File: src/rtl/ex_mul_ctrl_pkg.sv
// ex_mul_ctrl_pkg: opcode and FSM encodings shared by the EX-stage multiplier
package ex_mul_ctrl_pkg;
   localparam logic [1:0] MUL_OP_LO      = 2'b00;
   localparam logic [1:0] MUL_OP_UHI     = 2'b01;
   localparam logic [1:0] MUL_OP_SHI     = 2'b10;
   localparam logic [1:0] MUL_STATE_IDLE = 2'd0;
   localparam logic [1:0] MUL_STATE_BUSY = 2'd1;
   localparam logic [1:0] MUL_STATE_DONE = 2'd2;
   // The unused encoding 11 is treated as a plain low-half multiply
   function automatic logic [1:0] mul_op_norm(input logic [1:0] op);
      return op == 2'b11 ? MUL_OP_LO : op;
   endfunction
endpackage

File: src/rtl/ex_mul_dp.sv
// ex_mul_dp: shift-add product register, operand latches and signed-high correction
module ex_mul_dp
   import ex_mul_ctrl_pkg::*;
#(
   parameter int WORD = 64
) (
   input  logic            clk,
   input  logic            rst,
   input  logic            load,
   input  logic            step,
   input  logic            capture,
   input  logic [1:0]      op,
   input  logic [WORD-1:0] a,
   input  logic [WORD-1:0] b,
   output logic [WORD-1:0] result
);
   logic [2*WORD-1:0] p, p_next;
   logic [WORD:0]     sum;
   logic [WORD-1:0]   ma, mb, hi_s;
   logic [1:0]        mop;
   logic              sa, sb;
   // Unsigned product high half minus the two's-complement sign terms gives the signed high half
   always_comb begin
      sum    = {1'b0, p[2*WORD-1:WORD]} + {1'b0, p[0] ? ma : {WORD{1'b0}}};
      p_next = {sum, p[WORD-1:1]};
      hi_s   = p_next[2*WORD-1:WORD] - (sa ? mb : {WORD{1'b0}}) - (sb ? ma : {WORD{1'b0}});
   end
   always_ff @(posedge clk) begin
      if (rst) begin
         p      <= '0;
         ma     <= '0;
         mb     <= '0;
         mop    <= MUL_OP_LO;
         sa     <= 1'b0;
         sb     <= 1'b0;
         result <= '0;
      end else begin
         if (load) begin
            p   <= {{WORD{1'b0}}, b};
            ma  <= a;
            mb  <= b;
            mop <= mul_op_norm(op);
            sa  <= a[WORD-1];
            sb  <= b[WORD-1];
         end else if (step) begin
            p   <= p_next;
         end
         if (capture)
            result <= mop == MUL_OP_UHI ? p_next[2*WORD-1:WORD] :
                      mop == MUL_OP_SHI ? hi_s : p_next[WORD-1:0];
      end
   end
endmodule

File: src/rtl/ex_mul_ctrl.sv
// ex_mul_ctrl: EX-stage iterative multiply sequencer (FSM, counter, pipeline handshake)
module ex_mul_ctrl
   import ex_mul_ctrl_pkg::*;
#(
   parameter int WORD  = 64,
   parameter int CNT_W = 6
) (
   input  logic            clk,
   input  logic            rst,
   input  logic            start,
   input  logic [1:0]      op,
   input  logic [WORD-1:0] a,
   input  logic [WORD-1:0] b,
   input  logic            flush,
   output logic            stall,
   output logic            busy,
   output logic            done,
   output logic [WORD-1:0] result
);
   logic [1:0]       state;
   logic [CNT_W-1:0] cnt;
   logic             accept, last;
   // The start-cycle term keeps the instruction in EX on the accepting edge
   assign accept = state == MUL_STATE_IDLE && start && !flush;
   assign last   = cnt == CNT_W'(WORD - 1);
   assign busy   = state == MUL_STATE_BUSY;
   assign done   = state == MUL_STATE_DONE;
   assign stall  = accept || busy;
   always_ff @(posedge clk) begin
      if (rst) begin
         state <= MUL_STATE_IDLE;
         cnt   <= '0;
      end else begin
         state <= busy ? (flush ? MUL_STATE_IDLE : last ? MUL_STATE_DONE : MUL_STATE_BUSY) :
                  accept ? MUL_STATE_BUSY : MUL_STATE_IDLE;
         cnt   <= busy ? cnt + CNT_W'(1) : '0;
      end
   end
   ex_mul_dp #(.WORD(WORD)) u_dp (
      .clk     (clk),
      .rst     (rst),
      .load    (accept),
      .step    (busy),
      .capture (busy && last && !flush),
      .op      (op),
      .a       (a),
      .b       (b),
      .result  (result)
   );
endmodule

File: config.mk
export PLATFORM = sky130hd
export DESIGN_NAME = ex_mul_ctrl
export DESIGN_NICKNAME = d
export VERILOG_FILES = /design/src/rtl/ex_mul_ctrl_pkg.sv /design/src/rtl/ex_mul_dp.sv /design/src/rtl/ex_mul_ctrl.sv
export SDC_FILE = /design/constraint.sdc
export NUM_CORES = 1
export LEC_CHECK = 0
export CELL_PAD_IN_SITES_DETAIL_PLACEMENT = 2
export CELL_PAD_IN_SITES_GLOBAL_PLACEMENT = 2
export CORE_MARGIN = 8
export CORE_UTILIZATION = 38
export CTS_CLUSTER_DIAMETER = 80
export DETAILED_ROUTE_END_ITERATION = 10
export GPL_TIMING_DRIVEN = 1
export PLACE_DENSITY = 0.93
export SYNTH_ARGS = -nofsm -noshare
export SYNTH_HDL_FRONTEND = slang
export SYNTH_HIERARCHICAL = 1
export SYNTH_SLANG_ARGS = --single-unit
File: constraint.sdc
create_clock -name clk -period 15.9 [get_ports clk]
set_input_delay 2.385 -clock clk [delete_from_list [all_inputs] [get_ports clk]]
set_output_delay 2.385 -clock clk [all_outputs]
set_load 0.1 [all_outputs]
# [After elaboration in Yosys (flattened, before gate mapping)]
# Index checks and enable logic that the tools add are counted.
[word_totals] memories=0 ram_bits=0 ff_bits=332 output_inout_bits=67 wordCells=43 rom_bits=0 latchBits=0
[classes] addsub=4 n_div=0 order_cmp=0 reduce_logical=10 bitwise=1 n_mux=12 n_shift=0 eq_ne=6 n_mul=0
[op_table] operator="64-bit 2-to-1 mux" count=7
[op_table] operator="64-bit subtractor" count=2
[op_table] operator="64-bit by 64-bit adder with 65-bit output" count=1
[op_table] operator="2-bit 2-to-1 mux" count=4
[op_table] operator="6-bit by 1-bit adder with 6-bit output, second input constant" count=1
[op_table] operator="2-bit equality test, second input constant" count=3
[op_table] operator="6-bit equality test, second input constant" count=1
[op_table] operator="2-bit by 1-bit equality test with 1-bit output, second input constant" count=2
[op_table] operator="1-bit logical AND" count=4
[op_table] operator="2-bit OR reduction" count=2
[op_table] operator="2-bit logical NOT" count=1
[op_table] operator="2-bit nonzero test" count=1
[op_table] operator="1-bit logical NOT" count=1
[op_table] operator="1-bit logical OR" count=1
[op_table] operator="1-bit 2-to-1 mux" count=1
[op_table] operator="1-bit inverter" count=1

# [Longest topological paths before layout]
# Gate-level depths: netlist of run 1.
[logic_depth] word_depth=6 depth_mapped=30 depth_no_buf=27

# [By module]
# Netlist of run 1, hierarchy kept.
[by_module_without_submodules] module="ex_mul_dp" area_per_inst_um2=22851.9 seq_area_each_um2=6446.2 instances=1 cells_each=2828
[by_module_without_submodules] module="ex_mul_ctrl" area_per_inst_um2=352.8 seq_area_each_um2=160.2 instances=1 cells_each=39

# [Worst setup path before layout of run 1]
# Ideal clock, no wire load.
[synth_path] path_type="input to output" start="input flush" end="output stall" stages=2 arrival_ns=4.015 path_buffers=0 setup_slack_ns=9.500 path_cell_list="nand2b_1 > a21oi_1"
[synth_via] elab_chain_len=3
[synth_lines] item="from (decl)" line="ex_mul_ctrl.sv:14" text="input logic flush,"
[synth_lines] item="1-bit logical NOT" line="ex_mul_ctrl.sv:24" text="assign accept = state == MUL_STATE_IDLE && start && !flush;"
[synth_lines] item="1-bit logical AND" line="ex_mul_ctrl.sv:24"
[synth_lines] item="1-bit logical OR" line="ex_mul_ctrl.sv:28" text="assign stall = accept || busy;"
[synth_lines] item="to (decl)" line="ex_mul_ctrl.sv:15" text="output logic stall,"
# No other way between the ends.

# [Final worst setup path of run 1]
[layout_path] start="register u_dp.p[0]" end="register u_dp.result[61]"
[layout_via] elab_chain_len=6
[layout_lines] item="from (decl)" line="ex_mul_dp.sv:17" text="logic [2*WORD-1:0] p, p_next;"
[layout_lines] item="from (signal assigned)" line="ex_mul_dp.sv:39" text="p <= {{WORD{1'b0}}, b};"
[layout_lines] item="from (signal assigned)" line="ex_mul_dp.sv:46" text="p <= p_next;"
[layout_lines] item="64-bit 2-to-1 mux" line="ex_mul_dp.sv:24" text="sum = {1'b0, p[2*WORD-1:WORD]} + {1'b0, p[0] ? ma : {WORD{1'b0}}};"
[layout_lines] item="64-bit by 64-bit adder with 65-bit output" line="ex_mul_dp.sv:24"
[layout_lines] item="named net u_dp.sum[45]" line="ex_mul_dp.sv:18" text="logic [WORD:0] sum;"
[layout_lines] item="64-bit subtractor (2 in series)" line="ex_mul_dp.sv:26" text="hi_s = p_next[2*WORD-1:WORD] - (sa ? mb : {WORD{1'b0}}) - (sb ? ma : {WORD{1'b0}});"
[layout_lines] item="64-bit 2-to-1 mux" line="ex_mul_dp.sv:50" text="mop == MUL_OP_SHI ? hi_s : p_next[WORD-1:0];"
[layout_lines] item="64-bit 2-to-1 mux" line="ex_mul_dp.sv:49" text="result <= mop == MUL_OP_UHI ? p_next[2*WORD-1:WORD] :"
[layout_lines] item="to (signal assigned)" line="ex_mul_dp.sv:49"
[layout_lines] item="to (decl)" line="ex_mul_dp.sv:15" text="output logic [WORD-1:0] result"
# The timed path passes the listed nets, and every way through them passes these cells.
# A chain may end at the register's enable or synchronous reset.

==> summary.txt, run 1 <==
Outcome
  – Outcome: finished, final reports clean

Die
  – Starting Density: 38.45%
  – Die width: 263.1 µm
  – IO Pins: 201
  – Die height: 263.1 µm
  – FP Rows: 90
  – Area of the core: 0.06036 mm²
  – Die Area: 0.06923 mm²

Clock tree
  – Clock buffer depth: 3
  – Clk slew on worst S/H paths: 0.06 ns
  – Root Buffer: clkbuf_16
  – CTS tree: yes
  – Hold Buf Count CTS: 0
  – Post-CTS Setup Inserts: 0
  – Clk_lat worst skew: 0.59 ns
  – H-tree depth: 2
  – Resized cells post-CTS: 0
  – CTS Buf Count: 45
  – Total clock sinks: 330

Power
  – Power per cell area: 91.11 mW/mm²
  – Internal power: 1.676 mW
  – Worst vdd ir: 65.92 µV
  – Lkg Pwr: 10.85 nW
  – Power share of the clock group: 42.4%
  – Sequential share of power: 35.7%
  – Psw: 0.8019 mW
  – Total chip power: 2.478 mW
  – Sw frac: 32.36%
  – Comb power frac: 21.9%

Run
  – Max-Cap Viols: 0

STA
  – Post-route setup TNS: 0 ns
  – Maximum clock rate: 122.9 MHz
  – Period utilization: 51.17%
  – Period minus WS final: 8.137 ns
  – Final Skew: 0.02380 ns
  – Final hold violations: 0
  – RSZ-0062 raised after global routing: false
  – Worst Max-Slew Pin Slew: 1.140 ns
  – Max-slew headroom: 23.66%
  – Final-report max-slew violation count: 0
  – Setup violators final: 0

GRT
  – First-pass GRT wire length: 155300 µm
  – Vias in the first global route: 25420
  – Initial antenna violation count: 0
  – Grt ovf: 0
  – Largest net degree at the start of global routing: 96
  – All-Layer GR Usage: 28.17%

Synth
  – Gate Count Post-Synth: 2867
  – Synth async-reset ratio: 0%
  – Area of the mapped netlist: 0.02320 mm²
  – Top cells by area, synth: dfxtp_1 (28%), mux2i_1 (13%), nor2_1 (7.2%), ha_1 (6.9%), fa_1 (5.5%)
  – Post-synthesis sequential area ratio: 28.47%
  – Syn nets: 3193
  – Synth unique cells: 75
  – Primary FF master, synth: dfxtp_1
  – Top-area cell type share of the netlist area: 28.47%
  – Synth Warn #: 6
  – Synthesized area per cell: 8.094 µm²
  – Count leader, synth: nor2_1
  – Top cells by count, synth: nor2_1 (447), dfxtp_1 (330), mux2i_1 (301)
  – Post-synthesis register bit count: 330
  – Number of synthesized flops with an enable pin: 0
  – Synth area leader: dfxtp_1

Placed design
  – Cell Area, Placed: 0.02569 mm²
  – Gp weighted congestion: 0.9349
  – Final HPWL DP: 73860 µm
  – Port bufs: 200

Layout
  – Design area: 0.02720 mm²
  – Antenna Cells: 0
  – Fin nets: 3277
  – Layout cells sized above 1: 4.687%
  – Area growth from synthesis to layout: 17.22%

Worst setup path
  – CP max FO: 65
  – Crit path max-delay family: compound AO/OA/AOI/OAI gates
  – CP max stage cell: o21ai_1
  – Bufs and invs on worst path: 2
  – Startpoint type of the worst setup path: register
  – Data required time of the worst path: 16.42 ns
  – Crit path kind: reg2reg
  – Delay of the slowest critical-path stage: 0.67 ns
  – CP endpoint kind: register
  – WP data arrival: 8.66 ns

Routing
  – Routed vias: 22570
  – DR WL/cell: 26.96 µm
  – First-pass iteration count of the detailed router: 5
  – DRC: 0
  – DR iter-0 viols: 1250
  – Vias per Instance: 5.988
  – Antenna-violating nets left: 0
  – Post-Route WL: 101600 µm

Worst hold path
  – HP Class: reg2reg
layout by cell type, fill, tap and decap left out, types with 72 or more instances in the layout:
cell type	instances
a21o_1	72
a21oi_1	246
and2_1	83
clkdlybuf4s50_1	199
dfxtp_1	326
ha_1	128
mux2i_1	301
nand2_1	292
nor2_1	446
o21ai_0	121
worst min-delay path: stages (launching register included):
cell	delay, ns
dfxtp_1	0.31
nand2b_1	0.06
a21oi_1	0.06
metrics by stage:
stage,setup WS [ns],cells,hold WS (ns),util [%]
2_1_floorplan,9.500,2867,0.4288,-
3_3_place_gp,8.210,3686,0.4404,42.57
3_5_place_dp,7.922,3686,0.4688,42.57
4_1_cts,7.856,3769,0.4841,45.06
5_1_grt,7.381,3769,0.5072,45.06
6_report,7.763,3769,0.4764,45.06
kinds of logic after synthesis:
logic type      count (synthesis)  synth area share (%)
fa+ha+maj                     192                 12.42
buf+inv                       230                 3.726
xor+xnor                      117                 4.448
simple gates                 1006                 19.08
flops                         330                 28.47
compound gates                685                 18.58
mux                           307                 13.28
power groups by stage:
| stage | clock network (mW) | registers (mW) | logic [mW] |
|---|---|---|---|
| after global routing | 1.09 | 0.885 | 0.580 |
| after detailed placement | 0 | 0.901 | 0.524 |
| after CTS | 1.07 | 0.883 | 0.538 |
| after global placement | 0 | 0.898 | 0.499 |
| final | 1.05 | 0.884 | 0.544 |
| after floorplan | 0 | 0.883 | 0.346 |
routing by layer:
layer	track usage, %	routed length, µm
met5	0	0
met4	13.74	5099
met3	3.542	4078
met2	50.64	50830
met1	32.82	41600
sequential cells by signal, summed over array words and instances (netlist names):
signal and count:
cnt 6, state 2, u_dp/ma 64, u_dp/mb 64
u_dp/mop 2, u_dp/p 128, u_dp/result 64
layout make-up:
type,instances,area [µm²]
fill,6672,33160
clock buffer,63,1316
multi-input combinational,2307,15760
timing repair buffer,220,2156
tap,782,978.4
clock inverter,20,190.2
sequential,330,6614
inverter,47,181.4
worst paths after layout:
| path | startpoint | to | depth (start not counted) | slack [ns] |
|---|---|---|---|---|
| worst max-delay path | u_dp/p[0] | u_dp/result[61] | 28 | 7.76 |
| worst max register to register | u_dp/p[0] | u_dp/result[61] | 28 | 7.76 |
| worst min-delay path | u_dp/result[27] | u_dp/result[27] | 2 | 0.48 |
| worst min register to register | u_dp/result[27] | u_dp/result[27] | 2 | 0.48 |
Power figures use the tool's default switching activity.
==> run 2, diff against run 1 <==
--- a/config.mk
+++ b/config.mk
@@ -8,11 +8,11 @@
 export CELL_PAD_IN_SITES_DETAIL_PLACEMENT = 2
 export CELL_PAD_IN_SITES_GLOBAL_PLACEMENT = 2
 export CORE_MARGIN = 8
-export CORE_UTILIZATION = 38
+export CORE_UTILIZATION = 32
 export CTS_CLUSTER_DIAMETER = 80
 export DETAILED_ROUTE_END_ITERATION = 10
 export GPL_TIMING_DRIVEN = 1
-export PLACE_DENSITY = 0.93
+export PLACE_DENSITY = 0.84
 export SYNTH_ARGS = -nofsm -noshare
 export SYNTH_HDL_FRONTEND = slang
 export SYNTH_HIERARCHICAL = 1
==> constraint.sdc (replaced) <==
create_clock -name clk -period 7.3 [get_ports clk]
set_input_delay 1.095 -clock clk [delete_from_list [all_inputs] [get_ports clk]]
set_output_delay 1.095 -clock clk [all_outputs]
set_load 0.1 [all_outputs]
==> run 2 against run 1 <==
Net effect:
- combinational power up 120%
- sequential power up 120%
- largest power group unchanged
- hold slack worse by 0.0066 ns
- fmax up 15%
- sequential cell count unchanged
- largest cell class unchanged
- critical endpoint is now u_dp/result[60]
==> summary.txt, run 2 (synthesized netlist as in run 1, its figures left out) <==
Outcome
  – Outcome: finished, final reports clean

Power
  – Lkg Pwr: 11.00 nW (+1.4%)
  – Total chip power: 5.355 mW (+120%)
  – Power per cell area: 193.3 mW/mm² (+110%)
  – Worst vdd ir: 171.0 µV (+160%)

Clock tree
  – Hold Buf Count CTS: 0 (unchanged)
  – Clock buffer depth: 3 (unchanged)
  – CTS Buf Count: 44 (-2.2%)
  – Clk_lat worst skew: 0.59 ns (about the same)
  – CTS tree: yes
  – Total clock sinks: 330 (unchanged)
  – Root Buffer: clkbuf_16
  – Clk slew on worst S/H paths: 0.06 ns (about the same)
  – H-tree depth: 2 (unchanged)

STA
  – RSZ-0062 raised after global routing: true
  – Worst hold margin: 0.4697 ns (-0.006608 ns)
  – Worst Max-Slew Pin Slew: 1.057 ns (-0.08259 ns)
  – Max-slew headroom: 29.51% (+5.8 points)
  – Post-route setup TNS: 0 ns (unchanged)
  – Setup violators final: 0 (unchanged)
  – Maximum clock rate: 140.9 MHz (+15%)
  – Period utilization: 97.21% (+46 points)
  – Final-report max-slew violation count: 0 (unchanged)
  – Final worst slack: 0.2039 ns (-7.559 ns)
  – Period minus WS final: 7.096 ns (-1.041 ns)
  – Final Skew: 0.01666 ns (-0.007143 ns)
  – Final hold violations: 0 (unchanged)

Layout
  – Antenna Cells: 0 (unchanged)
  – Most frequent cells in the layout: nor2_1 (446), dfxtp_1 (326), mux2i_1 (301)
  – Area growth from synthesis to layout: 19.36%
  – Non-Filler Instances: 3956 (+5.0%)
  – Most common cell after layout, fill and taps aside: nor2_1
  – Largest register FFs: 128 (unchanged)
  – Most flops, register: u_dp/p
  – Layout cells sized above 1: 5.888% (+1.2 points)
  – Design area: 0.02770 mm² (+1.8%)
  – Fin util: 38.68% (-6.4 points)
  – Fin nets: 3302 (+0.76%)

Die
  – Starting Density: 32.40% (-6.0 points)
  – Die width: 285.3 µm (+8.4%)
  – Die height: 285.3 µm (+8.4%)
  – Area of the core: 0.07161 mm² (+19%)
  – IO Pins: 201 (unchanged)
  – Die Area: 0.08139 mm² (+18%)
  – FP Rows: 98 (+8.9%)

Worst setup path
  – Reg-to-reg slack, setup: 0.20 ns (-7.56 ns)
  – CP endpoint kind: register
  – Data required time of the worst path: 7.73 ns (-8.69 ns)
  – Crit path kind: reg2reg
  – Crit Reg-Reg Startpoint: u_dp/p[0]
  – Startpoint type of the worst setup path: register
  – Reg-to-reg endpoint: u_dp/result[60]
  – CP max FO: 29 (-55%)
  – Worst-case reg-to-reg path depth: 27 (-3.6%)
  – WP data arrival: 7.53 ns (-1.13 ns)

Routing
  – DRC: 0 (unchanged)
  – DR WL/cell: 24.67 µm (-8.5%)
  – Post-Route WL: 97580 µm (-4.0%)
  – Antenna-violating nets left: 0 (unchanged)
  – First-pass iteration count of the detailed router: 5 (unchanged)
  – DR iter-0 viols: 1016 (-19%)
  – Routed vias: 22040 (-2.4%)
  – Vias per Instance: 5.570 (-7.0%)

GRT
  – Initial antenna violation count: 0 (unchanged)
  – All-Layer GR Usage: 23.11% (-5.1 points)
  – First-pass GRT wire length: 149800 µm (-3.5%)
  – Grt ovf: 0 (unchanged)
  – Largest net degree at the start of global routing: 135 (+41%)
  – Vias in the first global route: 24790 (-2.5%)

Placed design
  – Final HPWL DP: 73770 µm (-0.11%)
  – Pre-CTS setup slack: -0.1331 ns (-8.055 ns)
  – Cell Area, Placed: 0.02614 mm² (+1.7%)
  – Placed cells: 3878 (+5.2%)
  – Gp weighted congestion: 0.9125 (-2.4%)
  – Port bufs: 200 (unchanged)

Worst hold path
  – HP Class: reg2reg
  – Hold path depth: 1 (-1)
  – Hold_sp: cnt[0]
  – Hold endpoint: cnt[0]

Run
  – Max-Cap Viols: 0 (unchanged)
==> run 2: cell types whose count changed in the layout (fill, tap and decap cells not counted), moves of 3 or more <==
cell,change
buf_4,+22
buf_12,+4
clkbuf_1,-4
a21oi_1,-3
a21oi_2,+3
clkinv_2,-3
clkinv_4,+3
o21ai_0,-3
==> run 2: power by group <==
| part | total (mW) | internal [mW] | switching [mW] | leakage [nW] |
|---|---|---|---|---|
| Clock | 2.23 | 1.33 | 0.898 | 0.715 |
| Combinational | 1.20 | 0.478 | 0.721 | 7.60 |
| Sequential | 1.93 | 1.86 | 0.0731 | 2.68 |
==> run 2: cell type report <==
| cell class | instances | area (µm²) |
|---|---|---|
| fillers | 8072 | 43910 |
| multi-input cells | 2307 | 15840 |
| flip-flops and latches | 330 | 6619 |
| repair buffers | 246 | 2401 |
| clock buffers | 58 | 1265 |
| well taps | 950 | 1189 |
| clock inverters | 18 | 203.9 |
| inverters | 47 | 181.4 |
==> run 2: what timing repair did <==
item,4_1_cts,5_1_grt
endpoints found under the setup margin,5,22
setup buffers,0,2
pin swaps,0,0
endpoints found under the hold margin,0,0
gates resized for setup,4,15
==> run 2: worst max path at each step <==
stage                     slack, ns  cells past startpoint       from              end
after floorplan                1.32                     27  u_dp/p[0]  u_dp/result[61]
after global placement         0.26                     25  u_dp/p[0]  u_dp/result[50]
after detailed placement      -0.13                     24  u_dp/p[0]  u_dp/result[50]
after CTS                      0.07                     25  u_dp/p[0]  u_dp/result[60]
after global routing          -0.06                     27  u_dp/p[0]  u_dp/result[60]
final                          0.20                     27  u_dp/p[0]  u_dp/result[60]
==> run 2: worst max-delay path, cell delays in order, from the launching register on <==
cell and delay (ns):
dfxtp_1 0.53, buf_12 0.23, and2_1 0.15, ha_1 0.28
a21oi_1 0.27, o211ai_1 0.20, a32oi_2 0.34, buf_4 0.18
nand2b_1 0.05, a21oi_1 0.25, o21ba_2 0.24, nand2b_1 0.12
nand2_1 0.10, xnor2_1 0.34, fa_1 0.47, ha_1 0.41
nand4_1 0.20, nor3_1 0.32, o211ai_1 0.31, a31oi_2 0.36
o21ai_0 0.23, a211oi_1 0.30, buf_4 0.19, nand2_1 0.06
and3_1 0.24, o21ai_1 0.27, xnor2_1 0.17, a31oi_1 0.10
==> run 2: routing by layer <==
metal / vias to the layer above / GRT usage (%) / routed length [µm]
met1: 11160 / 28.66 / 42650
met3: 173 / 2.728 / 3487
met5: - / 0 / 0
li1: 10220 / - / -
met2: 478 / 41.18 / 48230
met4: 0 / 7.749 / 3212
==> run 3, diff against run 2 <==
--- a/config.mk
+++ b/config.mk
@@ -5,6 +5,7 @@
 export SDC_FILE = /design/constraint.sdc
 export NUM_CORES = 1
 export LEC_CHECK = 0
+export CAP_MARGIN = 20
 export CELL_PAD_IN_SITES_DETAIL_PLACEMENT = 2
 export CELL_PAD_IN_SITES_GLOBAL_PLACEMENT = 2
 export CORE_MARGIN = 8
==> results of run 3 <==
The final DEF is identical to that of run 2; final timing and power are the same.
